$ cat config.mk
export PLATFORM = sky130hd
export DESIGN_NAME = apb_slave_mem_flat
export DESIGN_NICKNAME = d
export VERILOG_FILES = /design/src/rtl/apb_slave_mem_if.sv /design/src/rtl/apb_slave_mem.sv /design/src/flat_wrapper.sv
export SDC_FILE = /design/constraint.sdc
export NUM_CORES = 1
export LEC_CHECK = 0
export ABC_AREA = 1
export ABC_CLOCK_PERIOD_IN_PS = 4450
export CAP_MARGIN = 20
export CORE_MARGIN = 2
export CORE_UTILIZATION = 32
export DETAILED_ROUTE_END_ITERATION = 8
export SYNTH_ARGS = -nofsm -noshare
export SYNTH_HDL_FRONTEND = slang
export SYNTH_SLANG_ARGS = --single-unit
$ cat constraint.sdc
create_clock -name PCLK -period 4.45 [get_ports PCLK]
set_clock_uncertainty 0.15 [all_clocks]
set_input_delay 0.445 -clock PCLK [delete_from_list [all_inputs] [get_ports PCLK]]
set_output_delay 0.445 -clock PCLK [all_outputs]
set_load 0.02 [all_outputs]
$ cat src/rtl/apb_slave_mem_if.sv
// rtl/apb_slave_mem_if.sv - APB bus bundle between master and one apb_slave_mem instance.
interface apb_slave_mem_if;
  logic        PSEL;
  logic        PENABLE;
  logic        PWRITE;
  logic [31:0] PADDR;
  logic [31:0] PWDATA;
  logic [3:0]  PSTRB;
  logic        PREADY;
  logic [31:0] PRDATA;
  logic        PSLVERR;

  modport master (
    output PSEL, PENABLE, PWRITE, PADDR, PWDATA, PSTRB,
    input  PREADY, PRDATA, PSLVERR
  );

  modport slave (
    input  PSEL, PENABLE, PWRITE, PADDR, PWDATA, PSTRB,
    output PREADY, PRDATA, PSLVERR
  );
endinterface

$ cat src/rtl/apb_slave_mem.sv
// rtl/apb_slave_mem.sv - APB word memory slave with programmable wait states and PSLVERR decode.
// Optional macro APB_SLV_WPROT_EN makes words below RO_WORDS read-only.
module apb_slave_mem #(
  parameter int DEPTH       = 16,
  parameter int WAIT_CYCLES = 0,
  parameter int RO_WORDS    = 4
) (
  input  logic             PCLK,
  input  logic             PRESETn,
  apb_slave_mem_if.slave   bus
);
  localparam int AW = (DEPTH > 1) ? $clog2(DEPTH) : 1;
  localparam logic [0:0] IDLE   = 1'b0;
  localparam logic [0:0] ACCESS = 1'b1;
`ifdef APB_SLV_WPROT_EN
  localparam logic WPROT = 1'b1;
`else
  localparam logic WPROT = 1'b0;
`endif

  logic [0:0]  state_q, state_d;
  logic [3:0]  cnt_q, cnt_d;
  logic [31:0] addr_q, addr_d;
  logic [31:0] wdata_q, wdata_d;
  logic [3:0]  strb_q, strb_d;
  logic        write_q, write_d;
  logic [31:0] mem_q [DEPTH];
  logic [31:0] mem_d [DEPTH];

  logic [AW-1:0] idx;
  logic          ro_hit;
  logic          err;
  logic          pready;

  assign idx    = addr_q[AW+1:2];
  assign ro_hit = WPROT && write_q && ({{(32-AW){1'b0}}, idx} < 32'(RO_WORDS));
  // Decode works on the captured address so the setup-phase PADDR may change freely afterwards.
  assign err    = (addr_q[1:0] != 2'b00) || (addr_q[31:AW+2] != '0) || ro_hit;
  assign pready = (state_q == ACCESS) && bus.PSEL && bus.PENABLE && (cnt_q == 4'd0);

  assign bus.PREADY  = pready;
  assign bus.PSLVERR = pready && err;
  assign bus.PRDATA  = (pready && !write_q && !err) ? mem_q[idx] : 32'd0;

  always_comb begin
    state_d = state_q;
    cnt_d   = cnt_q;
    addr_d  = addr_q;
    wdata_d = wdata_q;
    strb_d  = strb_q;
    write_d = write_q;
    mem_d   = mem_q;
    case (state_q)
      IDLE: begin
        if (bus.PSEL && !bus.PENABLE) begin
          addr_d  = bus.PADDR;
          wdata_d = bus.PWDATA;
          strb_d  = bus.PSTRB;
          write_d = bus.PWRITE;
          cnt_d   = 4'(WAIT_CYCLES);
          state_d = ACCESS;
        end
      end
      ACCESS: begin
        if (!bus.PSEL) begin
          state_d = IDLE;
        end else if (pready) begin
          state_d = IDLE;
          if (write_q && !err) begin
            for (int b = 0; b < 4; b++) begin
              if (strb_q[b]) mem_d[idx][8*b +: 8] = wdata_q[8*b +: 8];
            end
          end
        end else if (cnt_q != 4'd0) begin
          cnt_d = cnt_q - 4'd1;
        end
      end
      default: state_d = IDLE;
    endcase
  end

  always_ff @(posedge PCLK or negedge PRESETn) begin
    if (!PRESETn) begin
      state_q <= IDLE;
      cnt_q   <= 4'd0;
      addr_q  <= 32'd0;
      wdata_q <= 32'd0;
      strb_q  <= 4'd0;
      write_q <= 1'b0;
      for (int i = 0; i < DEPTH; i++) mem_q[i] <= 32'd0;
    end else begin
      state_q <= state_d;
      cnt_q   <= cnt_d;
      addr_q  <= addr_d;
      wdata_q <= wdata_d;
      strb_q  <= strb_d;
      write_q <= write_d;
      for (int i = 0; i < DEPTH; i++) mem_q[i] <= mem_d[i];
    end
  end
endmodule

$ cat src/flat_wrapper.sv
// flat-port wrapper written by rule: the top's interface ports become plain ports
module apb_slave_mem_flat 
#(
  parameter int DEPTH       = 16,
  parameter int WAIT_CYCLES = 0,
  parameter int RO_WORDS    = 4
)
  (PCLK, PRESETn, bus_PSEL, bus_PENABLE, bus_PWRITE, bus_PADDR, bus_PWDATA, bus_PSTRB, bus_PREADY, bus_PRDATA, bus_PSLVERR);
  apb_slave_mem_if bus_i ();
  input  logic PCLK;
  input  logic PRESETn;
  input wire logic [$bits(bus_i.PSEL)-1:0] bus_PSEL;
  input wire logic [$bits(bus_i.PENABLE)-1:0] bus_PENABLE;
  input wire logic [$bits(bus_i.PWRITE)-1:0] bus_PWRITE;
  input wire logic [$bits(bus_i.PADDR)-1:0] bus_PADDR;
  input wire logic [$bits(bus_i.PWDATA)-1:0] bus_PWDATA;
  input wire logic [$bits(bus_i.PSTRB)-1:0] bus_PSTRB;
  output wire logic [$bits(bus_i.PREADY)-1:0] bus_PREADY;
  output wire logic [$bits(bus_i.PRDATA)-1:0] bus_PRDATA;
  output wire logic [$bits(bus_i.PSLVERR)-1:0] bus_PSLVERR;
  assign bus_i.PSEL = bus_PSEL;
  assign bus_i.PENABLE = bus_PENABLE;
  assign bus_i.PWRITE = bus_PWRITE;
  assign bus_i.PADDR = bus_PADDR;
  assign bus_i.PWDATA = bus_PWDATA;
  assign bus_i.PSTRB = bus_PSTRB;
  assign bus_PREADY = bus_i.PREADY;
  assign bus_PRDATA = bus_i.PRDATA;
  assign bus_PSLVERR = bus_i.PSLVERR;
  apb_slave_mem #(.DEPTH(DEPTH), .WAIT_CYCLES(WAIT_CYCLES), .RO_WORDS(RO_WORDS)) u_core (.PCLK(PCLK), .PRESETn(PRESETn), .bus(bus_i));
endmodule
==> impl_summary.md, run 1 <==
Synthesis
For this run, the number of Yosys warnings is 0. The number of nets produced by synthesis is 3979. Of all cell types, the one taking the most synthesized area is sky130_fd_sc_hd__dfrtp_1.

The share of the Yosys chip area taken by registers is 49.1%. By area the synthesized netlist is led by sky130_fd_sc_hd__dfrtp_1 49%, sky130_fd_sc_hd__nand2_1 19%, sky130_fd_sc_hd__nand4_1 12%. The average cell area after synthesis is 7.65 um^2.

The synthesized cell area is 29900 um^2. After synthesis, the largest area contributor takes up 49.1% of total cell area. The number of cells produced by synthesis is 3905. After synthesis, the netlist uses 24 different library cells. The number of register bits inferred by synthesis is 586.

Routing
The number of remaining DRC errors is 0. Wire segments on met2 add up to 48.2 mm in the final route. Once detail routing completed, the nets flagged for antenna violations numbered 0. Across all layers, the routed design uses 27600 vias. The met1 routed wirelength after detailed routing is 45.8 mm. After detailed routing, the total wire length is 105 mm.

The average wire per cell in the routed design is 20.4 um. The detailed router's first-iteration violation count is 3299. The mean number of vias per cell is 5.37. After detailed routing, the met3 layer carries 7.84 mm of wire. The highest metal layer carrying signal wires in the routed design is met4. The number of detailed-routing iterations run before antenna repair is 6.

Setup path
The capturing instance or port of the critical path is bus_PRDATA[6]. The reg-to-reg critical path startpoint is u_core.cnt_q[0]. The count of buffering cells on the critical path with inverters included is 4. In this run the worst setup path begins at u_core.addr_q[2].

The maximum fanout along the worst path is 57. Among cell families on the critical path, the largest total delay comes from buffers and inverters. STA classifies the critical path endpoint as an output pin.

The signal on the critical path passes through buf_4 -> inv_2 -> buf_12 -> nor2_1 -> o21ai_0 -> nand2_1 -> nand2_1 -> nand4_1 -> nor2_1 -> clkdlybuf4s50_1. The number of cell instances on the worst register-to-register path is 10. The delay of the slowest cell on the worst path is 640 ps. The critical path start-end classification is flop to output pin.

The data arrival at the endpoint of the critical path is 3620 ps. At the worst endpoint, the required time is 3860 ps. STA classifies the critical path startpoint as a flop.

The slowest stage of the critical path belongs to the cell sky130_fd_sc_hd__clkdlybuf4s50_1. Setup slack on the worst reg-to-reg path comes out at 1210 ps. The capturing point of the worst reg2reg path is u_core.mem_q[491].

The logic depth of the worst path, buffers included is 10.

STA
Based on the critical path, the design can be clocked at up to 237 MHz. Setup repair after global routing left no endpoint under its margin. Summed over all failing endpoints, the final setup total negative slack is 0 ps. The minimum clock period is 4220 ps. The number of slew-limit violations in the final report is 0. Measured against its own limit, the worst slew margin works out to 29.8%. The count of final hold-check violations is 0. The period utilization is 94.8%. At the pin with the least slew margin, the transition time is 1050 ps. Setup violations remaining at the end of the flow were counted as 0.

Clock network
The root cell of the clock tree is sky130_fd_sc_hd__clkbuf_16. The clock tree from TritonCTS is built. The clock reaches the later pin of the worst-skew pair after 620 ps.

TritonCTS created 70 clock buffers. In this run the number of H-tree levels came out at 3. The maximum buffer depth of the clock tree is 3.

The post-CTS setup buffer count is 0. The total number of clock tree sinks is 586. After clock tree synthesis, the clock-pin slew on the worst setup and hold paths is 60 ps.

Worst hold path
In this run the most critical hold path is launched from bus_PSTRB[3]. The path category of the worst min-delay check is primary input to flop.

Layout
The number of antenna diodes in the final layout is 0. The library cell used most frequently in the layout, excluding fill and tap cells, is sky130_fd_sc_hd__nand2_1. The share of cells above drive strength 1 is 7.43%.

The count of fill cells added during filler insertion is 9514. The number of nets in the final layout is 3907. Summing all multi-input logic gate instances after layout gives 13700 um^2.

The post-route non-filler standard cell count is 5142. In the layout the commonest cells are 1501 x sky130_fd_sc_hd__nand2_1, 736 x sky130_fd_sc_hd__nor2_1, 580 x sky130_fd_sc_hd__dfrtp_1. Registers take 14700 um^2. The area growth from synthesis to layout is 15.2%.

Floorplanning
After floorplanning, the core was sized to cover 92900 um^2. The die is 310 um tall. The number of top-level pins is 107.

The floorplan has 112 rows. The initial utilization of the core area, before any placement, comes to 32.2%. The die covers 95900 um^2. In this run the horizontal extent of the chip is 310 um.

GRT
The first-pass GRT wire length is 163 mm. The all-layer global routing usage is 21.7%. Entering global routing, the biggest net connects 101 pins. The number of global-route vias before repair is 26500. The initial antenna violation count is 0. The total overflow left after global routing is 0.

Power and ir drop
The worst vdd rail ir drop is 0.257 mV. Power spread over the standard cell area amounts to 452 nW/um^2. Summed over all cells, the static leakage comes to 18.4 nW.

Place
Once placement completed, the tool counted placed cells totaling 5013. Routability-driven placement finished with a final weighted congestion of 0.898. The count of port buffers added during placement is 106. The final HPWL from detailed placement is 62.7 mm.

Flow run
The tool flagged a number of max-cap violations equal to 0.

Outcome
The flow ran to the end, and the final reports show no timing, DRC or antenna violations.
[layer usage]
layer	up-vias	track usage, %
met5	-	0
met2	1253	34.1
met3	177	3.09
li1	12700	-
met1	13500	30.8
met4	0	6.90
[power by group]
part | leakage (nW) | internal [mW] | switching (mW) | total [mW]
registers | 8.07 | 5.47 | 0.741 | 6.21
clock network | 1.19 | 3.71 | 2.41 | 6.12
logic | 9.14 | 0.868 | 2.37 | 3.23
total | 18.4 | 10.0 | 5.51 | 15.6
[through the flow]
step | utilization [%] | area (um^2) | hold WS [ps] | worst slack, ps | power (mW)
2_1_floorplan | - | 29900 | -0.591 | 2090 | 7.98
3_3_place_gp | 34.4 | 32000 | 304 | 951 | 9.47
5_1_grt | 37.1 | 34400 | 223 | 123 | 16.2
3_5_place_dp | 34.4 | 32000 | 310 | 954 | 9.45
6_report | 37.1 | 34400 | 212 | 232 | 15.6
4_1_cts | 37.0 | 34400 | 189 | 278 | 15.6
[area by class of cell]
cell class              count  share of cell area, %
flip-flops and latches    586                   42.6
multi-input cells        2958                   39.7
clock buffers             101                   6.02
repair buffers            193                   5.82
well taps                1254                   4.56
clock inverters            26                   1.04
inverters                  24                  0.276
[cells in the mapped netlist, drive strengths merged]
master,instances
o21ai,71
buf,159
inv,24
nor3,3
nand2,1504
ha,1
nand3,6
a22oi,4
a21oi,1
clkbuf,178
dfrtp,586
nor2,758
nand4,610
[sequential cells by signal (all words and copies together) (netlist names)]
name	flops
u_core.addr_q	32
u_core.cnt_q	4
u_core.mem_q	512
u_core.state_q	1
u_core.strb_q	4
u_core.wdata_q	32
u_core.write_q	1
[kinds of logic (layout without fill, tap and decap cells)]
family	after synthesis	in the layout	share of synthesized area, %
DFF	586	586	49.1
buffers and inverters	361	344	5.43
AOI/OAI and AO/OA	76	76	1.31
adders and majority gates	1	1	0.0419
and+or+nand+nor	2881	2881	44.2
[how the worst min path moves through the flow]
stage / to / slack, ps / depth (start not counted)
after floorplan: u_core.addr_q[0] / -0.6 / 0
after global placement: u_core.addr_q[15] / 300 / 2
after detailed placement: u_core.addr_q[13] / 310 / 2
after CTS: u_core.strb_q[3] / 190 / 3
after global routing: u_core.addr_q[12] / 220 / 3
final: u_core.strb_q[3] / 210 / 3
[worst reg2reg max path, cell delays in order, from the launching register on]
cell and delay, ps:
sky130_fd_sc_hd__dfrtp_1 380, sky130_fd_sc_hd__inv_1 80, sky130_fd_sc_hd__ha_1 150, sky130_fd_sc_hd__inv_1 60
sky130_fd_sc_hd__nor3_2 210, sky130_fd_sc_hd__nand4_1 340, sky130_fd_sc_hd__inv_4 650, sky130_fd_sc_hd__buf_4 460
sky130_fd_sc_hd__nand4_1 390, sky130_fd_sc_hd__nand2_1 170, sky130_fd_sc_hd__nand2_1 60
[repair_timing]
| item | CTS | global route |
|---|---|---|
| hold buffers | 1 | 0 |
| endpoints found under the hold margin | 83 | 0 |
| resized for setup | 0 | 0 |
Note: power is estimated with default switching activity, not from simulation.
==> inputs of run 2 (changes only) <==
--- a/config.mk
+++ b/config.mk
@@ -11,6 +11,7 @@
 export CORE_MARGIN = 2
 export CORE_UTILIZATION = 32
 export DETAILED_ROUTE_END_ITERATION = 8
+export SKIP_LAST_GASP = 1
 export SYNTH_ARGS = -nofsm -noshare
 export SYNTH_HDL_FRONTEND = slang
 export SYNTH_SLANG_ARGS = --single-unit
==> results of run 2 <==
No change in the layout: final DEF, timing and power equal those of run 1.
==> inputs of run 3 (changes only) <==
--- a/config.mk
+++ b/config.mk
@@ -11,7 +11,10 @@
 export CORE_MARGIN = 2
 export CORE_UTILIZATION = 32
 export DETAILED_ROUTE_END_ITERATION = 8
+export GPL_TIMING_DRIVEN = 1
+export PLACE_DENSITY = 0.57
 export SKIP_LAST_GASP = 1
 export SYNTH_ARGS = -nofsm -noshare
 export SYNTH_HDL_FRONTEND = slang
 export SYNTH_SLANG_ARGS = --single-unit
+export TNS_END_PERCENT = 100
==> run 3 against run 2 <==
Register-to-register slack better by 40 ps. Critical path type unchanged. Largest power group unchanged. Utilization shrank 0.074 points. Final cell count grew 0.16%. First-iteration DRC count fell by 3.4%. Total power fell by 1.7%. Clock power is 4.2% lower. Setup slack better by 160 ps. Sequential power about the same. Design area down 0.20%. Fmax up 3.9%. Combinational power barely moved.
==> impl_summary.md, run 3 (synthesis gave the netlist of run 1 again) <==
Layout
The largest registers in the layout are u_core.mem_q (512), u_core.addr_q (32), u_core.wdata_q (32). The total non-filler cell area in the finished layout is 34400 um^2 (-0.20%). The count of fill cells added during filler insertion is 9653 (+1.5%). From synthesis to final layout, the design area changed by 15.0%.

The share of cells above drive strength 1 came to 7.37% (-0.065 points). The number of nets in the final layout is 3918 (+0.28%). The multi-input gate area in the final layout is 13700 um^2 (unchanged). The final core utilization came to 37.0% (-0.074 points).

The post-route non-filler standard cell count was 5150 (+0.16%). u_core.mem_q holds more flip-flops than any other register. The area of all sequential standard cells is 14700 um^2 (unchanged).

The number of flip-flops in the largest register is 512 (unchanged). The leading cell type in the layout, fill and taps excluded is sky130_fd_sc_hd__nand2_1. In the layout the commonest cells are 1501 x sky130_fd_sc_hd__nand2_1, 736 x sky130_fd_sc_hd__nor2_1, 580 x sky130_fd_sc_hd__dfrtp_1.

Setup path
The worst register-to-register path begins at u_core.addr_q[3]. The flop-to-flop setup slack is 1250 ps (+40 ps). The required time at the endpoint of the critical path is 3860 ps (about the same). On the critical path, the stage with the largest delay is an instance of sky130_fd_sc_hd__clkdlybuf4s50_1.

The maximum fanout along the worst path came to 52 (-8.8%). The delay of the slowest cell on the worst path is 680 ps (+40 ps). The worst setup path is launched from a flop. The critical path start-end classification is flop to output pin. The data arrival at the endpoint of the critical path is 3460 ps (-160 ps). The most prevalent standard cell on the critical path is sky130_fd_sc_hd__nor2_1. The critical path goes through nor2_4 -> inv_4 -> buf_12 -> nor2_1 -> nor2_1 -> nand2_1 -> nand2_1 -> nand4_1 -> nor2_1 -> clkdlybuf4s50_1.

The number of cell instances on the worst register-to-register path is 9 (-1). The worst setup path is captured at an output pin. In this run the critical register-to-register path is captured at u_core.mem_q[49].

GRT
The maximum number of pins on one net before global-route repair is 156 (+54%). The number of global-route vias before repair is 26800 (+1.3%). The all-layer global routing usage is 22.4% (+0.73 points). The first-pass GRT wire length is 166 mm (+2.3%).

The initial antenna violation count is 0 (unchanged). The sum of overflow across all layers after global routing is 0 (unchanged).

Power and ir drop
The share of total power in sequential cells is 40.6% (+0.7 points). The cell-internal power is 9.78 mW (-2.6%). The portion of total power attributed to combinational logic is 21.0% (+0.2 points). The switching part of the total power is 36.0% (+0.59 points). The switching component of the power was 5.51 mW (about the same). The worst vdd rail ir drop is 0.266 mV (+3.6%). The power density over the cells is 445 nW/um^2 (-1.5%). The clock power share is 38.4% (-0.9 points).

The leakage power total was 18.4 nW (-0.12%).

Routing
The average wire per cell in the routed design came to 20.8 um (+2.3%). The overall routed net length is 107 mm (+2.4%). The routed via count is 27500 (-0.44%). The antenna violation net count after detailed routing is 0 (unchanged). The number of detailed-routing iterations run before antenna repair is 6 (unchanged). The number of remaining DRC errors is 0 (unchanged).

The detailed router's first-iteration violation count is 3188 (-3.4%). The mean number of vias per cell is 5.34 (-0.60%).

Clock network
The clock transition time at the flip-flop clock pins of the worst setup and hold paths is 60 ps (about the same). TritonCTS built the clock tree. The total number of clock tree sinks was 586 (unchanged). The post-CTS setup buffer count is 0 (unchanged).

In this run the clock root is driven by a sky130_fd_sc_hd__clkbuf_16. The H-tree level count is 3 (unchanged). The clock insertion delay at the later pin of the skew report is 620 ps (about the same). The maximum buffer depth of the clock tree was 3 (unchanged). The total clock buffers created by CTS was 72 (+2.9%).

STA
The setup TNS is 0 ps (unchanged). Setup repair after global routing left no endpoint under its margin. The headroom to the max-slew limit is 30.6% (+0.81 points). The transition time of the tightest slew-check pin is 1040 ps (-12.1 ps). The minimum clock period is 4060 ps (-158 ps). The period utilization is 91.2% (-3.6 points). The number of slew-limit violations in the final report is 0 (unchanged).

The count of final hold-check violations came to 0 (unchanged). The number of failing setup endpoints in the final timing report is 0 (unchanged). The maximum clock rate came to 246 MHz (+3.9%).

Floorplanning
The area of the core region came to 92900 um^2 (unchanged). The initial cell density of the core is 32.2% (unchanged). The number of top-level pins is 107 (unchanged).

The row count is 112 (unchanged). The total die area is 95900 um^2 (unchanged). The vertical extent of the die is 310 um (unchanged).

The horizontal die dimension is 310 um (unchanged).

Outcome
The run finished with clean final reports.

Worst hold path
The worst hold path belongs to the class primary input to flop. The number of cells traversed by the worst hold path was 3 (unchanged). The sink of the worst hold path is u_core.addr_q[28]. The start point of the worst hold path is bus_PADDR[28].

Place
The placer congestion estimate is 0.854 (-4.9%). The final HPWL from detailed placement was 64.6 mm (+3.1%). The cell area reported after detailed placement is 32100 um^2 (+0.27%). The count of port buffers added during placement is 106 (unchanged). The number of cells after detailed placement came to 5023 (+0.20%).

Flow run
The number of maximum-capacitance constraint violations is 0 (unchanged).
run 3: changes by cell type in the layout (fill, tap and decap cells not counted), sizes merged:
cell / before / now
clkinv: 13 / 7
clkbuf: 101 / 111
bufinv: 8 / 3
buf: 87 / 96
diode: 0 / 1
clkinvlp: 3 / 1
inv: 26 / 27
run 3: how the worst max path moves through the flow:
| stage | start | to | slack [ps] | depth (start not counted) |
|---|---|---|---|---|
| finish | u_core.addr_q[2] | bus_PRDATA[31] | 390 | 10 |
| global route | u_core.addr_q[3] | bus_PRDATA[13] | 190 | 12 |
| CTS | u_core.addr_q[5] | bus_PRDATA[11] | 370 | 7 |
| detailed placement | u_core.addr_q[2] | bus_PRDATA[31] | 1030 | 10 |
| global placement | bus_PSEL | bus_PRDATA[31] | 1000 | 9 |
| floorplan | u_core.cnt_q[0] | bus_PRDATA[0] | 2090 | 9 |
run 3: per-stage QoR:
step / power (mW) / hold slack [ps] / setup WS [ps]
2_1_floorplan: 7.98 / -0.591 / 2090
3_3_place_gp: 9.48 / 304 / 1000
3_5_place_dp: 9.46 / 309 / 1030
4_1_cts: 15.3 / 186 / 366
5_1_grt: 15.9 / 206 / 194
6_report: 15.3 / 207 / 390
run 3: area by class of cell:
class | count | area share (%)
sequential | 586 | 42.7
multi-input combinational | 2958 | 39.7
clock buffer | 111 | 6.20
timing repair buffer | 202 | 6.01
tap | 1254 | 4.56
clock inverter | 14 | 0.484
inverter | 24 | 0.277
antenna | 1 | 0.00728
run 3: power groups by stage:
stage	clock network [mW]	logic, mW	registers [mW]
after detailed placement	0	3.19	6.28
after global placement	0	3.21	6.27
after CTS	5.96	3.20	6.18
final	5.86	3.21	6.21
after floorplan	0	2.35	5.62
after global routing	6.18	3.53	6.22
run 3: repair_timing:
| action | in CTS | in global routing |
|---|---|---|
| hold buffers | 1 | 0 |
| resized for setup | 0 | 0 |
| endpoints found under the hold margin | 77 | 0 |
run 3: metal layers:
layer / vias up / part of all wire [%] / global-route usage (%)
met3: 217 / 7.6 / 4.17
met5: - / 0 / 0
met1: 13400 / 44 / 31.2
li1: 12700 / - / -
met2: 1096 / 45 / 34.2
met4: 0 / 4.0 / 9.39
run 3: critical path, delay by kind of cell, from the launching register on:
kind	cells	cell delay, ps
buf+inv	3	1570
simple gates	7	790
flops	1	470
